### src/rtl/fib_pkg.sv
// Shared constants for the Fibonacci sequencer FSM and its datapath.
// Opcode encodings, register indices and register-file geometry.
package fib_pkg;

    localparam int NUM_REGS = 4;
    localparam int IDX_W    = 2;

    localparam logic [2:0] OP_NOP  = 3'b000;
    localparam logic [2:0] OP_SET1 = 3'b001;
    localparam logic [2:0] OP_ILL  = 3'b010;
    localparam logic [2:0] OP_DEC  = 3'b011;
    localparam logic [2:0] OP_LOAD = 3'b100;
    localparam logic [2:0] OP_TEST = 3'b101;
    localparam logic [2:0] OP_ADD  = 3'b110;
    localparam logic [2:0] OP_MOV  = 3'b111;

    localparam logic [IDX_W-1:0] R0 = 2'd0;
    localparam logic [IDX_W-1:0] R1 = 2'd1;
    localparam logic [IDX_W-1:0] R2 = 2'd2;
    localparam logic [IDX_W-1:0] R3 = 2'd3;

endpackage

### src/rtl/fib_regfile.sv
// Four-entry register file: one write port, two combinational reads.
// Asynchronous active-low clear of all entries.
module fib_regfile
    import fib_pkg::*;
#(
    parameter int WIDTH = 16
) (
    input  logic             CLK,
    input  logic             RST_N,
    input  logic             we,
    input  logic [IDX_W-1:0] waddr,
    input  logic [WIDTH-1:0] wdata,
    input  logic [IDX_W-1:0] raddr_a,
    output logic [WIDTH-1:0] rdata_a,
    input  logic [IDX_W-1:0] raddr_b,
    output logic [WIDTH-1:0] rdata_b
);

    logic [WIDTH-1:0] mem [NUM_REGS];

    // Storage update: clear on reset, single write per cycle.
    always_ff @(posedge CLK or negedge RST_N) begin
        if (!RST_N) begin
            for (int i = 0; i < NUM_REGS; i++) begin
                mem[i] <= '0;
            end
        end else if (we) begin
            mem[waddr] <= wdata;
        end
    end

    assign rdata_a = mem[raddr_a];
    assign rdata_b = mem[raddr_b];

endmodule

### src/rtl/fib_datapath.sv
// Fibonacci datapath: decode, ALU, flags and result capture.
// FIB_DATAPATH_SAT_EN makes ADD saturate instead of wrap.
module fib_datapath
    import fib_pkg::*;
#(
    parameter int WIDTH = 16
) (
    input  logic             CLK,
    input  logic             RST_N,
    input  logic [2:0]       opcode,
    input  logic [IDX_W-1:0] operand1,
    input  logic [IDX_W-1:0] operand2,
    input  logic             DONE,
    input  logic [WIDTH-1:0] DATA_IN,
    output logic             ZERO_FLAG,
    output logic [WIDTH-1:0] RESULT,
    output logic             RESULT_VALID,
    output logic             OVERFLOW,
    output logic             ILLEGAL
);

    logic [WIDTH-1:0] ra;
    logic [WIDTH-1:0] rb;
    logic [WIDTH:0]   sum;
    logic             we;
    logic [WIDTH-1:0] wdata;
    logic             ovf_set;
    logic             ill_set;

    fib_regfile #(
        .WIDTH(WIDTH)
    ) u_rf (
        .CLK    (CLK),
        .RST_N  (RST_N),
        .we     (we),
        .waddr  (operand1),
        .wdata  (wdata),
        .raddr_a(operand1),
        .rdata_a(ra),
        .raddr_b(operand2),
        .rdata_b(rb)
    );

    assign sum = {1'b0, ra} + {1'b0, rb};

    // Decode the current opcode into a register write and flag events.
    always_comb begin
        we      = 1'b0;
        wdata   = '0;
        ovf_set = 1'b0;
        ill_set = 1'b0;
        unique case (1'b1)
            (opcode == OP_NOP): ;
            (opcode == OP_TEST): ;
            (opcode == OP_SET1): begin
                we    = 1'b1;
                wdata = WIDTH'(1);
            end
            (opcode == OP_LOAD): begin
                we    = 1'b1;
                wdata = DATA_IN;
            end
            (opcode == OP_ADD): begin
                we      = 1'b1;
                ovf_set = sum[WIDTH];
`ifdef FIB_DATAPATH_SAT_EN
                wdata   = sum[WIDTH] ? '1 : sum[WIDTH-1:0];
`else
                wdata   = sum[WIDTH-1:0];
`endif
            end
            (opcode == OP_MOV): begin
                we    = 1'b1;
                wdata = rb;
            end
            (opcode == OP_DEC): begin
                we    = 1'b1;
                wdata = ra - WIDTH'(1);
            end
            (opcode == OP_ILL): begin
                ill_set = 1'b1;
            end
            default: ;
        endcase
    end

    assign ZERO_FLAG = (opcode == OP_TEST) && (ra == '0);

    // Sticky error flags; cleared only by reset.
    always_ff @(posedge CLK or negedge RST_N) begin
        if (!RST_N) begin
            OVERFLOW <= 1'b0;
            ILLEGAL  <= 1'b0;
        end else begin
            if (ovf_set) OVERFLOW <= 1'b1;
            if (ill_set) ILLEGAL  <= 1'b1;
        end
    end

    // Capture R[operand1] on the first DONE edge; hold while DONE stays.
    always_ff @(posedge CLK or negedge RST_N) begin
        if (!RST_N) begin
            RESULT       <= '0;
            RESULT_VALID <= 1'b0;
        end else if (DONE && !RESULT_VALID) begin
            RESULT       <= ra;
            RESULT_VALID <= 1'b1;
        end else if (!DONE) begin
            RESULT_VALID <= 1'b0;
        end
    end

endmodule

### config.mk
export PLATFORM = sky130hd
export DESIGN_NAME = fib_datapath
export DESIGN_NICKNAME = d
export VERILOG_FILES = /design/src/rtl/fib_pkg.sv /design/src/rtl/fib_regfile.sv /design/src/rtl/fib_datapath.sv
export SDC_FILE = /design/constraint.sdc
export NUM_CORES = 1
export LEC_CHECK = 0
export BUFFER_PORTS_ARGS = -buffer_cell sky130_fd_sc_hd__buf_2
export CAP_MARGIN = 10
export CORE_UTILIZATION = 40
export CTS_BUF_LIST = sky130_fd_sc_hd__clkbuf_2
export DETAILED_ROUTE_END_ITERATION = 8
export PLACE_DENSITY = 0.63
export SYNTH_ARGS = -nofsm -noshare
export SYNTH_HDL_FRONTEND = slang
export SYNTH_HIERARCHICAL = 1
export SYNTH_SLANG_ARGS = --single-unit
export TNS_END_PERCENT = 5
### constraint.sdc
create_clock -name CLK -period 4.22 [get_ports CLK]
set_input_delay 0 -clock CLK [delete_from_list [all_inputs] [get_ports CLK]]
set_output_delay 0 -clock CLK [all_outputs]
set_load 0.1 [all_outputs]
* After elaboration in Yosys (flattened, before gate mapping)
Index checks and enable logic that the tools add are counted.
** Storage, ports and cells
- Register bits after elaboration :: 83
- Bits of input ports :: 26
** Cells by class
- Add/sub/neg operators :: 2
- Order comparisons :: 3
- Eq/ne operators :: 8
- Multiplexer cells :: 15
- Bitwise operators :: 2
- Reductions and logical operators :: 6
** Operators with widths (count)
- 16-bit 2-to-1 mux :: 5
- 16-bit case mux with 5 select lines :: 1
- 16-bit binary-select mux with 2-bit select :: 2
- 64-bit bitwise mux :: 1
- 16-bit demux with 2-bit select :: 1
- 16-bit by 16-bit adder with 17-bit output :: 1
- 16-bit logical NOT :: 1
- 16-bit by 1-bit subtractor with 16-bit output (second input constant) :: 1
- 3-bit == test (second input constant) :: 4
- 3-bit by 2-bit == test with 1-bit output (second input constant) :: 2
- 3-bit >= comparator (second input constant) :: 2
- 2-bit NOT with 3-bit output :: 2
- 1-bit 2-to-1 mux :: 5
- 5-bit OR reduction :: 1
- 3-bit by 1-bit == test with 1-bit output (second input constant) :: 1
- 1-bit logical AND :: 3
- 3-bit by 1-bit < comparator with 1-bit output (second input constant) :: 1
- 2-bit by 1-bit inequality test with 1-bit output (second input constant) :: 1
- 1-bit logical NOT :: 1

* Longest topological paths before layout
Gate-level depths: netlist of the first run.
- Depth in word-level cells :: 7
- Mapped depth :: 13
- Gate-level depth less buffers :: 11

* By module
Netlist of the first run, hierarchy kept.
** By module, submodules not included
- fib_regfile :: instances 1, cells an instance 176, area each 3174.3 um^2, sequential area each 1601.5 um^2
- fib_datapath :: instances 1, cells an instance 269, area each 2245.9 um^2, sequential area each 475.5 um^2

* Worst setup path after synthesis of the first run
Ideal clock, no wire load.
- Path kind :: in2out
- From :: in operand1[0]
- To :: out ZERO_FLAG
- Arrival :: 3.959 ns
- Required time :: 4.220 ns
- Path slack :: 0.261 ns
- Stages on the path :: 6
- Path buffers :: 2
- Cell sequence :: buf_2 buf_4 mux4_2 or3_1 or4_1 nor3_1
** Between the ends
- Cells in the longest elaborated chain, start to end :: 6
** RTL lines
- start, declared :: RTL line fib_datapath.sv:11 : input logic [IDX_W-1:0] operand1,
- 2-bit NOT with 3-bit output (not written as such) :: RTL line fib_regfile.sv:32 : assign rdata_a = mem[raddr_a];
- 16-bit binary-select mux with 2-bit select :: RTL line fib_regfile.sv:32
- 16-bit 2-to-1 mux (not written as such) (2 in a row) :: RTL line fib_regfile.sv:32
- via ra[11] :: RTL line fib_datapath.sv:22 : logic [WIDTH-1:0] ra;
- 16-bit logical NOT :: RTL line fib_datapath.sv:87 : assign ZERO_FLAG = (opcode == OP_TEST) && (ra == '0);
- 1-bit logical AND :: RTL line fib_datapath.sv:87
- end, declared :: RTL line fib_datapath.sv:15 : output logic ZERO_FLAG,
The timed path passes the listed nets, and every way through them passes these cells. The select of a mux whose other input is x is not followed.

* Final worst setup path of the first run
- From :: reg u_rf/mem[2] in the netlist's numbering
- To :: reg u_rf/mem[45] in the netlist's numbering
** Between the ends
- Cells in the longest elaborated chain, start to end :: 6
** RTL lines
- start, declared :: RTL line fib_regfile.sv:19 : logic [WIDTH-1:0] mem [NUM_REGS];
- start signal, assigned by index :: RTL line fib_regfile.sv:28 : mem[waddr] <= wdata;
- 16-bit binary-select mux with 2-bit select (*) :: RTL line fib_regfile.sv:32
- 16-bit 2-to-1 mux (not written as such) (*) (2 in a row) :: RTL line fib_regfile.sv:32
- via ra[2] :: RTL line fib_datapath.sv:22
- 16-bit by 1-bit subtractor with 16-bit output or 16-bit by 16-bit adder with 17-bit output (tied branches) :: RTL line fib_datapath.sv:78, fib_datapath.sv:44
- 16-bit case mux with 5 select lines (*) :: RTL line fib_datapath.sv:52 : unique case (1'b1)
- via wdata[13] :: RTL line fib_datapath.sv:26 : logic [WIDTH-1:0] wdata;
- 64-bit bitwise mux (*) :: RTL line fib_regfile.sv:28
The timed path passes the listed nets; every way through them passes the cells marked *. The select of a mux whose other input is x is not followed.
A chain may end at the register's enable or synchronous reset.

==> flow_metrics.env, run 1 <==
export IMPL_setup_worst_path_start="u_rf/mem[2]"
export IMPL_muxShareOfSynthArea_pct=31.2
export IMPL_worstHoldEndpoint="u_rf/mem[36]"
export IMPL_synth_top_family_by_area="multiplexers"
export IMPL_std_cell_rows=42
export IMPL_min_delay_start="DATA_IN[4]"
export IMPL_clock_latency_ns=0.56
export IMPL_synth_compound_area_share_pct=11.4
export IMPL_synth_flop_cell="dfrtp_1"
export IMPL_crit_required_ns=4.70
export IMPL_antenna_found_initial=0
export IMPL_ys_warn_count=6
export IMPL_dieWidth_um=118
export IMPL_fp_dieH_um=118
export IMPL_yosysMostFrequentCell="dfrtp_1"
export IMPL_critPathArrivalTime_ns=3.78
export IMPL_cts_hold_buf=5
export IMPL_crit_fanout=7
export IMPL_cts_buffers=9
export IMPL_rsz0062_at_grt="false"
export IMPL_start_util_pct=40.9
export IMPL_drc_errors=0
export IMPL_synthCells=445
export IMPL_ys_seq_area_share_pct=38.3
export IMPL_grt_pass1_vias=4026
export IMPL_start_kind="flop"
export IMPL_wl_per_cell_um=20.4
export IMPL_worst_hold_path_type="input pin to flop"
export IMPL_rr_startpoint="u_rf/mem[2]"
export IMPL_place_hpwl_um=9740
export IMPL_power_total_mw=3.88
export IMPL_synth_adder_area_share_pct=4.29
export IMPL_cts_clk_slew_worst_paths_ns=0.28
export IMPL_worst_slew_pin_slew_ns=1.06
export IMPL_maxCapViolCount=0
export IMPL_drt_initial_drc_count=279
export IMPL_synthArstFlopShare_pct=100
export IMPL_synth_simple_gate_area_share_pct=8.19
export IMPL_gp_congestion=0.899
export IMPL_ios=46
export IMPL_synth_top_cells_by_count="dfrtp_1 (83), mux2_2 (79), mux4_2 (32), a21oi_1 (20), o21ai_0 (20)"
export IMPL_drv_slew=0
export IMPL_hold_viol_final=0
export IMPL_tritoncts="built"
export IMPL_numClockSinks=83
export IMPL_grt_util_all_layers_pct=20.5
export IMPL_ant_nets=0
export IMPL_nets=528
export IMPL_avgSynthCellArea_um2=12.2
export IMPL_p_leak_nw=2.76
export IMPL_die_area_um2=14000
export IMPL_root_buffer="clkbuf_2"
export IMPL_vias=3900
export IMPL_fin_setup_tns_ns=0
export IMPL_n_fill_cell=1274
export IMPL_timing_final_crit_share_pct=78.3
export IMPL_status="completed"
export IMPL_ir_drop_uv=167
export IMPL_relSlewSlack_pct=29.6
export IMPL_seq_area_um2=2080
export IMPL_syn_num_nets=489
export IMPL_max_freq_mhz=303
export IMPL_yosysTopAreaCellShare_pct=38.3
export IMPL_synth_xor_area_share_pct=3.72
export IMPL_drt_pass1_iter_count=5
export IMPL_h_tree_depth=3
export IMPL_antenna_cells=0
export IMPL_wirelength_um=13600
export IMPL_end_kind="flop"
export IMPL_coreArea_um2=13200
export IMPL_synth_edf_count=0
export IMPL_powerDensity_nw_per_um2=657
export IMPL_postCtsSetupBuffers=0
export IMPL_r2r_end="u_rf/mem[45]"
export IMPL_numPlacedInstances=643
export IMPL_period_minus_slack_ns=3.30
export IMPL_ys_ff_latch=83
export IMPL_syn_area_um2=5420
export IMPL_yosysTopAreaCell="dfrtp_1"
export IMPL_crit_type="flop to flop"
export IMPL_multi_input_area_um2=3190
export IMPL_area_delta_synth_final_pct=8.77
export IMPL_finalNonFillerCells=665
export IMPL_finalSetupViolations=0
export IMPL_clock_skew_ns=0.0457
export IMPL_grt_max_degree=84
export IMPL_synth_distinct_cells=59
export IMPL_rrSetupSlack_ns=0.92
export IMPL_drive_above_1_share_pct=37.2
export IMPL_portBuffers=45
export IMPL_grt_overflow=0
export IMPL_worstRegToRegCells=9
export IMPL_netlist_top_cells_area="dfrtp_1 (38%), mux2_2 (16%), mux4_2 (13%)"
export IMPL_whs_path_depth=4
export IMPL_via_per_inst=5.86
export IMPL_clockBufferDepth=2
export IMPL_grt_pass1_wl_um=22000
export IMPL_cts_resized=0
worst max path at each step:
stage / slack (ns) / cells after the start / to
2_1_floorplan: 0.26 / 6 / ZERO_FLAG
3_3_place_gp: 0.71 / 12 / u_rf/mem[60]
3_5_place_dp: 0.71 / 12 / u_rf/mem[44]
4_1_cts: 0.97 / 9 / u_rf/mem[29]
5_1_grt: 0.66 / 9 / u_rf/mem[45]
6_report: 0.92 / 9 / u_rf/mem[45]
metal layers:
layer,vias to the layer above,global-route usage (%),share of wire (%)
met3,14,2.27,3.6
li1,1777,-,-
met1,2020,28.5,46
met5,-,0,0
met2,89,33.2,49
met4,0,7.12,1.6
registers in the layout (all words and copies together), names as in the netlist:
name / cells
ILLEGAL: 1
OVERFLOW: 1
RESULT: 16
RESULT_VALID: 1
u_rf/mem: 64
cell usage in the layout, fill, tap and decap left out, types with 7 or more instances in the layout:
| master | Yosys | routed |
|---|---|---|
| mux4_2 | 32 | 32 |
| clkbuf_2 | 0 | 10 |
| inv_1 | 8 | 8 |
| dfrtp_1 | 83 | 83 |
| a21oi_1 | 20 | 20 |
| o22ai_1 | 7 | 7 |
| nor2_1 | 16 | 16 |
| nand2_1 | 16 | 16 |
| xor2_1 | 11 | 11 |
| nor3_1 | 7 | 7 |
| a21o_1 | 8 | 8 |
| nor2b_1 | 7 | 7 |
| mux2i_1 | 8 | 8 |
| o21ai_0 | 20 | 20 |
| buf_2 | 6 | 44 |
| mux2_2 | 79 | 79 |
| xnor2_1 | 12 | 12 |
| ha_1 | 17 | 17 |
kinds of logic after synthesis:
| group | count (synthesis) |
|---|---|
| xor+xnor | 23 |
| fa+ha+maj | 18 |
| flops | 83 |
| compound gates | 93 |
| buf+inv | 32 |
| mux | 119 |
| simple gates | 77 |
power breakdown:
group	internal [mW]	total [mW]	leakage (nW)	switching, mW
Combinational	0.863	2.25	1.59	1.39
Clock	0.0824	0.381	0.0641	0.299
Sequential	1.07	1.24	1.10	0.173
Total	2.01	3.88	2.76	1.86
through the flow:
stage | cell area [um^2] | setup slack (ns) | hold slack, ns | utilization [%]
detailed placement | 5750 | 0.712 | 0.130 | 43.4
global placement | 5750 | 0.709 | 0.125 | 43.4
CTS | 5890 | 0.966 | 0.00141 | 44.4
finish | 5900 | 0.917 | 0.0409 | 44.5
global route | 5900 | 0.661 | 0.0405 | 44.5
floorplan | 5420 | 0.261 | -0.296 | -
critical path, cell delays in order (launching register included):
cell,delay [ns]
dfrtp_1,0.46
mux4_2,0.60
ha_1,0.40
o211ai_1,0.12
o211a_1,0.27
o21ai_0,0.36
a31oi_1,0.16
xor2_1,0.16
o21ai_0,0.44
mux2_2,0.25
final cells by class:
cell class              count  share of cell area (%)
clock buffers              10                   0.849
clock inverters             6                   0.679
inverters                   9                   0.573
multi-input cells         330                    54.1
flip-flops and latches     83                    35.2
well taps                 176                    3.74
repair buffers             51                    4.88
Note: power is estimated with default switching activity, not from simulation.
==> run 2: changes to the inputs <==
--- a/config.mk
+++ b/config.mk
@@ -10,7 +10,7 @@
 export CORE_UTILIZATION = 40
 export CTS_BUF_LIST = sky130_fd_sc_hd__clkbuf_2
 export DETAILED_ROUTE_END_ITERATION = 8
-export PLACE_DENSITY = 0.63
+export PLACE_DENSITY = 0.65
 export SYNTH_ARGS = -nofsm -noshare
 export SYNTH_HDL_FRONTEND = slang
 export SYNTH_HIERARCHICAL = 1
==> constraint.sdc (replaced) <==
create_clock -name CLK -period 3 [get_ports CLK]
set_input_delay 0 -clock CLK [delete_from_list [all_inputs] [get_ports CLK]]
set_output_delay 0 -clock CLK [all_outputs]
set_load 0.1 [all_outputs]
==> run 2 against run 1 <==
Effect of this change:
- the flow now finishes with violations (hold timing, setup timing)
- critical path depth is the same
- sequential share of layout area shrank 2.8 points
- register-to-register slack lost 0.94 ns
- first-iteration DRC count shrank 17%
- clock skew shrank 0.012 ns
- clock power grew 61%
- count of clock-buffer cells in the layout grew 1
- sequential power grew 41%
- highest routed layer unchanged
==> flow_metrics.env, run 2 (synthesis results as in run 1) <==
export IMPL_critPathArrivalTime_ns=3.47
export IMPL_end_kind="flop"
export IMPL_p_leak_nw=3.04
export IMPL_root_buffer="clkbuf_2"
export IMPL_post_route_util_pct=48.4
export IMPL_layout_commonest_cell="dfrtp_1"
export IMPL_grt_max_degree=84
export IMPL_crit_path_frequent_cell="o211a_1"
export IMPL_grt_overflow=0
export IMPL_min_delay_start="DATA_IN[15]"
export IMPL_crit_buf_inv=0
export IMPL_fp_dieH_um=118
export IMPL_gr_usage_met3_pct=1.83
export IMPL_powerDensity_nw_per_um2=934
export IMPL_ir_drop_uv=289
export IMPL_vias=4074
export IMPL_power_total_mw=5.98
export IMPL_cts_buffers=9
export IMPL_drive_above_1_share_pct=46.3
export IMPL_drt_initial_drc_count=232
export IMPL_period_minus_slack_ns=3.02
export IMPL_clockBufferDepth=2
export IMPL_finalSetupViolations=2
export IMPL_via_per_inst=5.74
export IMPL_met2_usage_pct=34.2
export IMPL_start_util_pct=40.9
export IMPL_antenna_found_initial=1
export IMPL_area_delta_synth_final_pct=18.2
export IMPL_start_kind="flop"
export IMPL_drv_slew=0
export IMPL_nets=572
export IMPL_cp_slowest_cell="mux4_2"
export IMPL_portBuffers=45
export IMPL_top_register="u_rf/mem"
export IMPL_whs_path_depth=5
export IMPL_grtUsageMet1_pct=27.3
export IMPL_top_usage_layer="met2"
export IMPL_tritoncts="built"
export IMPL_rrSetupSlack_ns=-0.02
export IMPL_crit_required_ns=3.44
export IMPL_h_tree_depth=3
export IMPL_crit_family="compound AO/OA/AOI/OAI gates"
export IMPL_clock_latency_ns=0.56
export IMPL_status="finished with violations"
export IMPL_numClockSinks=83
export IMPL_wl_per_cell_um=19.3
export IMPL_largest_reg_flops=64
export IMPL_crit_chain="mux4_2, ha_1, o211ai_1, o211a_1, o211a_1, or3_1, a31oi_1, o22ai_2, mux2_2"
export IMPL_max_freq_mhz=331
export IMPL_cts_clk_slew_worst_paths_ns=0.25
export IMPL_ant_nets=0
export IMPL_whs_ns=-0.0000884
export IMPL_drc_errors=0
export IMPL_crit_fanout=4
export IMPL_crit_type="flop to flop"
export IMPL_r2r_end="u_rf/mem[43]"
export IMPL_maxCapViolCount=0
export IMPL_grt_pass1_wl_um=22100
export IMPL_std_cell_rows=42
export IMPL_relSlewSlack_pct=30.5
export IMPL_worst_hold_path_type="input pin to flop"
export IMPL_wirelength_um=13700
export IMPL_clock_skew_ns=0.0340
export IMPL_setup_ws_ns=-0.0233
export IMPL_place_hpwl_um=10300
export IMPL_worstRegToRegCells=9
export IMPL_drt_pass1_iter_count=4
export IMPL_die_area_um2=14000
export IMPL_rr_startpoint="u_rf/mem[52]"
export IMPL_ios=46
export IMPL_dieWidth_um=118
export IMPL_coreArea_um2=13200
export IMPL_preCtsSetupSlack_ns=-0.270
export IMPL_mostFrequentLayoutCells="dfrtp_1 (83), mux2_2 (78), buf_4 (44)"
export IMPL_grt_pass1_vias=4129
export IMPL_slowest_delay_ns=0.51
export IMPL_worstHoldEndpoint="u_rf/mem[47]"
export IMPL_gp_congestion=0.901
export IMPL_hold_viol_final=1
export IMPL_worst_slew_pin_slew_ns=1.04
export IMPL_timing_final_crit_share_pct=101
export IMPL_reg_top3="u_rf/mem: 64 flops, RESULT: 16 flops"
export IMPL_grt_util_all_layers_pct=20.5
export IMPL_violations="hold timing, setup timing"
export IMPL_rsz0062_at_grt="true"
## run 2: cell count changes in the layout (fill, tap and decap cells not counted), moves of 2 or more
cell	delta
o21ai_2	+2
o21ai_0	-3
or4_1	-2
nor3_1	-3
or3_1	-2
or4_4	+2
buf_12	+2
ha_1	-2
or3_4	+2
clkinv_2	-2
nor3_2	+2
buf_4	+43
## run 2: repair_timing
item                                   in CTS  in global routing
setup endpoints to repair                  17                 38
hold buffers                                5                  0
pin swaps                                   2                  7
resized for setup                           6                 19
setup buffers                               0                  1
endpoints found under the hold margin      89                  0
## run 2: routing by layer
layer  wire length [um]  share of wire, %
met1               6100                45
met2               6640                49
met3                576               4.2
met4                357               2.6
met5                  0                 0
## run 2: final cells by class
class                           instances  area [um^2]
Clock inverter                          5         60.1
Timing Repair Buffer                   95          647
Fill cell                            1191         6830
Tap cell                              176          220
Clock buffer                           11         55.1
Multi-Input combinational cell        330         3310
Antenna cell                            1         2.50
Inverter                                9         33.8
Sequential cell                        83         2080
## run 2: tightest hold or removal path, stage by stage
cell and delay, ns:
buf_2 0.10, a22o_1 0.12, nand2_1 0.06, o221ai_2 0.10, mux2_2 0.16
## run 2: power breakdown
| group | internal, mW | leakage (nW) | switching (mW) |
|---|---|---|---|
| logic | 1.54 | 1.87 | 2.07 |
| registers | 1.50 | 1.10 | 0.246 |
| clock network | 0.207 | 0.0750 | 0.408 |
| total | 3.25 | 3.04 | 2.73 |
## run 2: worst max path at each step
stage	start	endpoint	slack [ns]	depth (start not counted)
after floorplan	operand2[0]	u_rf/mem[59]	0.11	11
after global placement	operand1[0]	u_rf/mem[60]	-0.21	11
after detailed placement	operand1[0]	u_rf/mem[12]	-0.27	11
after CTS	u_rf/mem[3]	u_rf/mem[43]	-0.004	9
after global routing	u_rf/mem[52]	u_rf/mem[59]	-0.11	9
final	u_rf/mem[52]	u_rf/mem[43]	-0.02	9
## run 2: stage by stage
stage	area (um^2)	std cells	setup TNS, ns
after detailed placement	6110	687	-1.78
after CTS	6310	708	-0.00415
after floorplan	5430	445	0
final	6410	710	-0.0338
after global routing	6410	710	-1.61
after global placement	6110	687	-1.18
==> run 3: changes to the inputs <==
--- a/config.mk
+++ b/config.mk
@@ -5,8 +5,8 @@
 export SDC_FILE = /design/constraint.sdc
 export NUM_CORES = 1
 export LEC_CHECK = 0
+export ABC_AREA = 1
 export BUFFER_PORTS_ARGS = -buffer_cell sky130_fd_sc_hd__buf_2
-export CAP_MARGIN = 10
 export CORE_UTILIZATION = 40
 export CTS_BUF_LIST = sky130_fd_sc_hd__clkbuf_2
 export DETAILED_ROUTE_END_ITERATION = 8
==> run 3 against run 2 <==
Effect of this change:
- cell area is 12% higher
- register-to-register slack better by 0.31 ns
- highest routed layer unchanged
- utilization is 3.0 points lower
- critical endpoint is now ZERO_FLAG
- maximum frequency is 11% higher
- critical path type is now flop to output port
- the flow now finishes without violations
- total power is 35% lower
- area after synthesis is 20% higher
==> flow_metrics.env, run 3 <==
export IMPL_synth_simple_gate_area_share_pct=44.4
export IMPL_antenna_found_initial=1
export IMPL_min_delay_start="DONE"
export IMPL_crit_buf_inv=3
export IMPL_grt_pass1_vias=6035
export IMPL_clock_latency_ns=0.61
export IMPL_cts_hold_buf=21
export IMPL_syn_num_nets=1085
export IMPL_synth_compound_area_share_pct=5.78
export IMPL_crit_path_frequent_cell="nand2_1"
export IMPL_hold_viol_final=0
export IMPL_ios=46
export IMPL_ant_nets=0
export IMPL_grt_overflow=0
export IMPL_fp_dieH_um=129
export IMPL_syn_area_um2=6490
export IMPL_synth_distinct_cells=37
export IMPL_clock_skew_ns=0.0283
export IMPL_ys_seq_area_share_pct=32.0
export IMPL_timing_final_crit_share_pct=90.9
export IMPL_worst_hold_path_type="input pin to flop"
export IMPL_layout_commonest_cell="nand2_1"
export IMPL_setup_worst_path_start="u_rf/mem[48]"
export IMPL_synth_xor_area_share_pct=0.135
export IMPL_synth_top_family_by_area="simple AND/OR/NAND/NOR gates"
export IMPL_root_buffer="clkbuf_2"
export IMPL_finalNonFillerCells=1311
export IMPL_crit_type="flop to output port"
export IMPL_yosysMostFrequentCell="nand2_1"
export IMPL_mostFrequentLayoutCells="nand2_1 (435), inv_1 (153), nand3_1 (130)"
export IMPL_muxShareOfSynthArea_pct=0.173
export IMPL_via_per_inst=5.17
export IMPL_whs_ns=0.0515
export IMPL_cp_slowest_cell="dfrtp_1"
export IMPL_synthCells=1041
export IMPL_rsz0062_at_grt="false"
export IMPL_slowest_delay_ns=0.44
export IMPL_place_hpwl_um=14100
export IMPL_seq_area_um2=2080
export IMPL_maxCapViolCount=0
export IMPL_period_minus_slack_ns=2.73
export IMPL_synth_edf_count=0
export IMPL_drive_above_1_share_pct=10.1
export IMPL_numClockSinks=83
export IMPL_finalSetupViolations=0
export IMPL_std_cell_rows=46
export IMPL_synth_top_cells_by_count="nand2_1 (435), inv_1 (153), nand3_1 (130), dfrtp_1 (83), nand4_1 (36)"
export IMPL_start_kind="flop"
export IMPL_ys_ff_latch=83
export IMPL_max_freq_mhz=367
export IMPL_numPlacedInstances=1270
export IMPL_die_area_um2=16700
export IMPL_critPathArrivalTime_ns=2.73
export IMPL_ir_drop_uv=234
export IMPL_cts_buffers=9
export IMPL_drt_pass1_iter_count=5
export IMPL_crit_family="simple AND/OR/NAND/NOR gates"
export IMPL_h_tree_depth=3
export IMPL_postCtsSetupBuffers=0
export IMPL_n_fill_cell=1701
export IMPL_p_leak_nw=4.06
export IMPL_status="completed"
export IMPL_drv_slew=0
export IMPL_powerDensity_nw_per_um2=541
export IMPL_tritoncts="built"
export IMPL_portBuffers=45
export IMPL_end_kind="output port"
export IMPL_synth_flop_cell="dfrtp_1"
export IMPL_grt_util_all_layers_pct=24.8
export IMPL_start_util_pct=40.9
export IMPL_yosysTopAreaCell="dfrtp_1"
export IMPL_top_register="u_rf/mem"
export IMPL_grt_pass1_wl_um=31600
export IMPL_relSlewSlack_pct=43.8
export IMPL_multi_input_area_um2=3520
export IMPL_rr_startpoint="u_rf/mem[48]"
export IMPL_crit_fanout=4
export IMPL_crit_required_ns=3.00
export IMPL_drt_initial_drc_count=548
export IMPL_synthArstFlopShare_pct=100
export IMPL_netlist_top_cells_area="dfrtp_1 (32%), nand2_1 (25%), nand3_1 (10%)"
export IMPL_ys_warn_count=6
export IMPL_gp_congestion=0.986
export IMPL_finalInstanceArea_um2=7200
export IMPL_worst_slew_pin_slew_ns=0.840
export IMPL_cts_resized=0
export IMPL_wirelength_um=20100
export IMPL_area_delta_synth_final_pct=10.9
export IMPL_synth_adder_area_share_pct=3.58
export IMPL_cts_clk_slew_worst_paths_ns=0.24
export IMPL_vias=6779
export IMPL_wl_per_cell_um=15.3
export IMPL_fin_setup_tns_ns=0
export IMPL_reg_top3="u_rf/mem: 64 flops, RESULT: 16 flops"
export IMPL_coreArea_um2=15900
export IMPL_crit_chain="inv_1, nand2_1, nand3_1, nand2_1, inv_1, ha_1, nand3_1, nor2_1, nand2_1, nor4_2, buf_12"
export IMPL_power_total_mw=3.90
export IMPL_placed_cell_area_um2=6860
export IMPL_yosysTopAreaCellShare_pct=32.0
export IMPL_grt_max_degree=53
export IMPL_avgSynthCellArea_um2=6.24
export IMPL_dieWidth_um=129
export IMPL_drc_errors=0
export IMPL_nets=1130
export IMPL_largest_reg_flops=64
export IMPL_clockBufferDepth=2
## run 3: area by class of cell
class / count / area share, %
clock buffer: 10 / 0.695
tap: 216 / 3.75
multi-input combinational: 747 / 48.8
clock inverter: 6 / 0.886
timing repair buffer: 81 / 8.34
inverter: 164 / 8.55
antenna: 4 / 0.139
sequential: 83 / 28.8
## run 3: path summary, 6_finish.rpt
kind,cells past startpoint,endpoint,slack (ns)
setup / recovery,11,ZERO_FLAG,0.27
min in group asynchronous,4,u_rf/mem[18],0.47
hold reg to reg,2,OVERFLOW,0.50
hold / removal,2,RESULT_VALID,0.05
max in group asynchronous,4,u_rf/mem[58],2.20
setup reg to reg,13,u_rf/mem[17],0.29
## run 3: per-layer routing
metal / GRT usage, % / part of all wire [%] / wire, um / up-vias
met1: 33.7 / 46 / 9130 / 3107
met5: 0 / 0 / 0 / -
met3: 4.54 / 8.1 / 1620 / 30
met2: 39.1 / 44 / 8880 / 295
met4: 9.85 / 2.2 / 434 / 0
li1: - / - / - / 3347
## run 3: through the flow
step | setup WS [ns] | utilization (%)
floorplan | 0.0706 | -
global placement | 0.343 | 43.2
detailed placement | 0.310 | 43.2
CTS | 0.242 | 45.3
global route | 0.0461 | 45.3
finish | 0.273 | 45.3
## run 3: worst reg2reg max path, cell delays in order, from the launching register on
cell and delay (ns):
dfrtp_1 0.44, inv_1 0.08, nand2_1 0.05, nand3_1 0.09
nand2_1 0.12, ha_1 0.24, inv_1 0.07, fa_1 0.40
nor2_1 0.11, a21oi_1 0.05, o211ai_1 0.24, nand4_1 0.15
dlygate4sd3_1 0.59, nand2_1 0.07
## run 3: kinds of logic after synthesis
family	count (synthesis)
compound gates	64
xor+xnor	1
fa+ha+maj	18
buf+inv	211
flops	83
mux	1
simple gates	663
## run 3: where the power goes
group | switching (mW) | internal, mW
Sequential | 0.107 | 1.32
Combinational | 1.33 | 0.501
Clock | 0.441 | 0.196
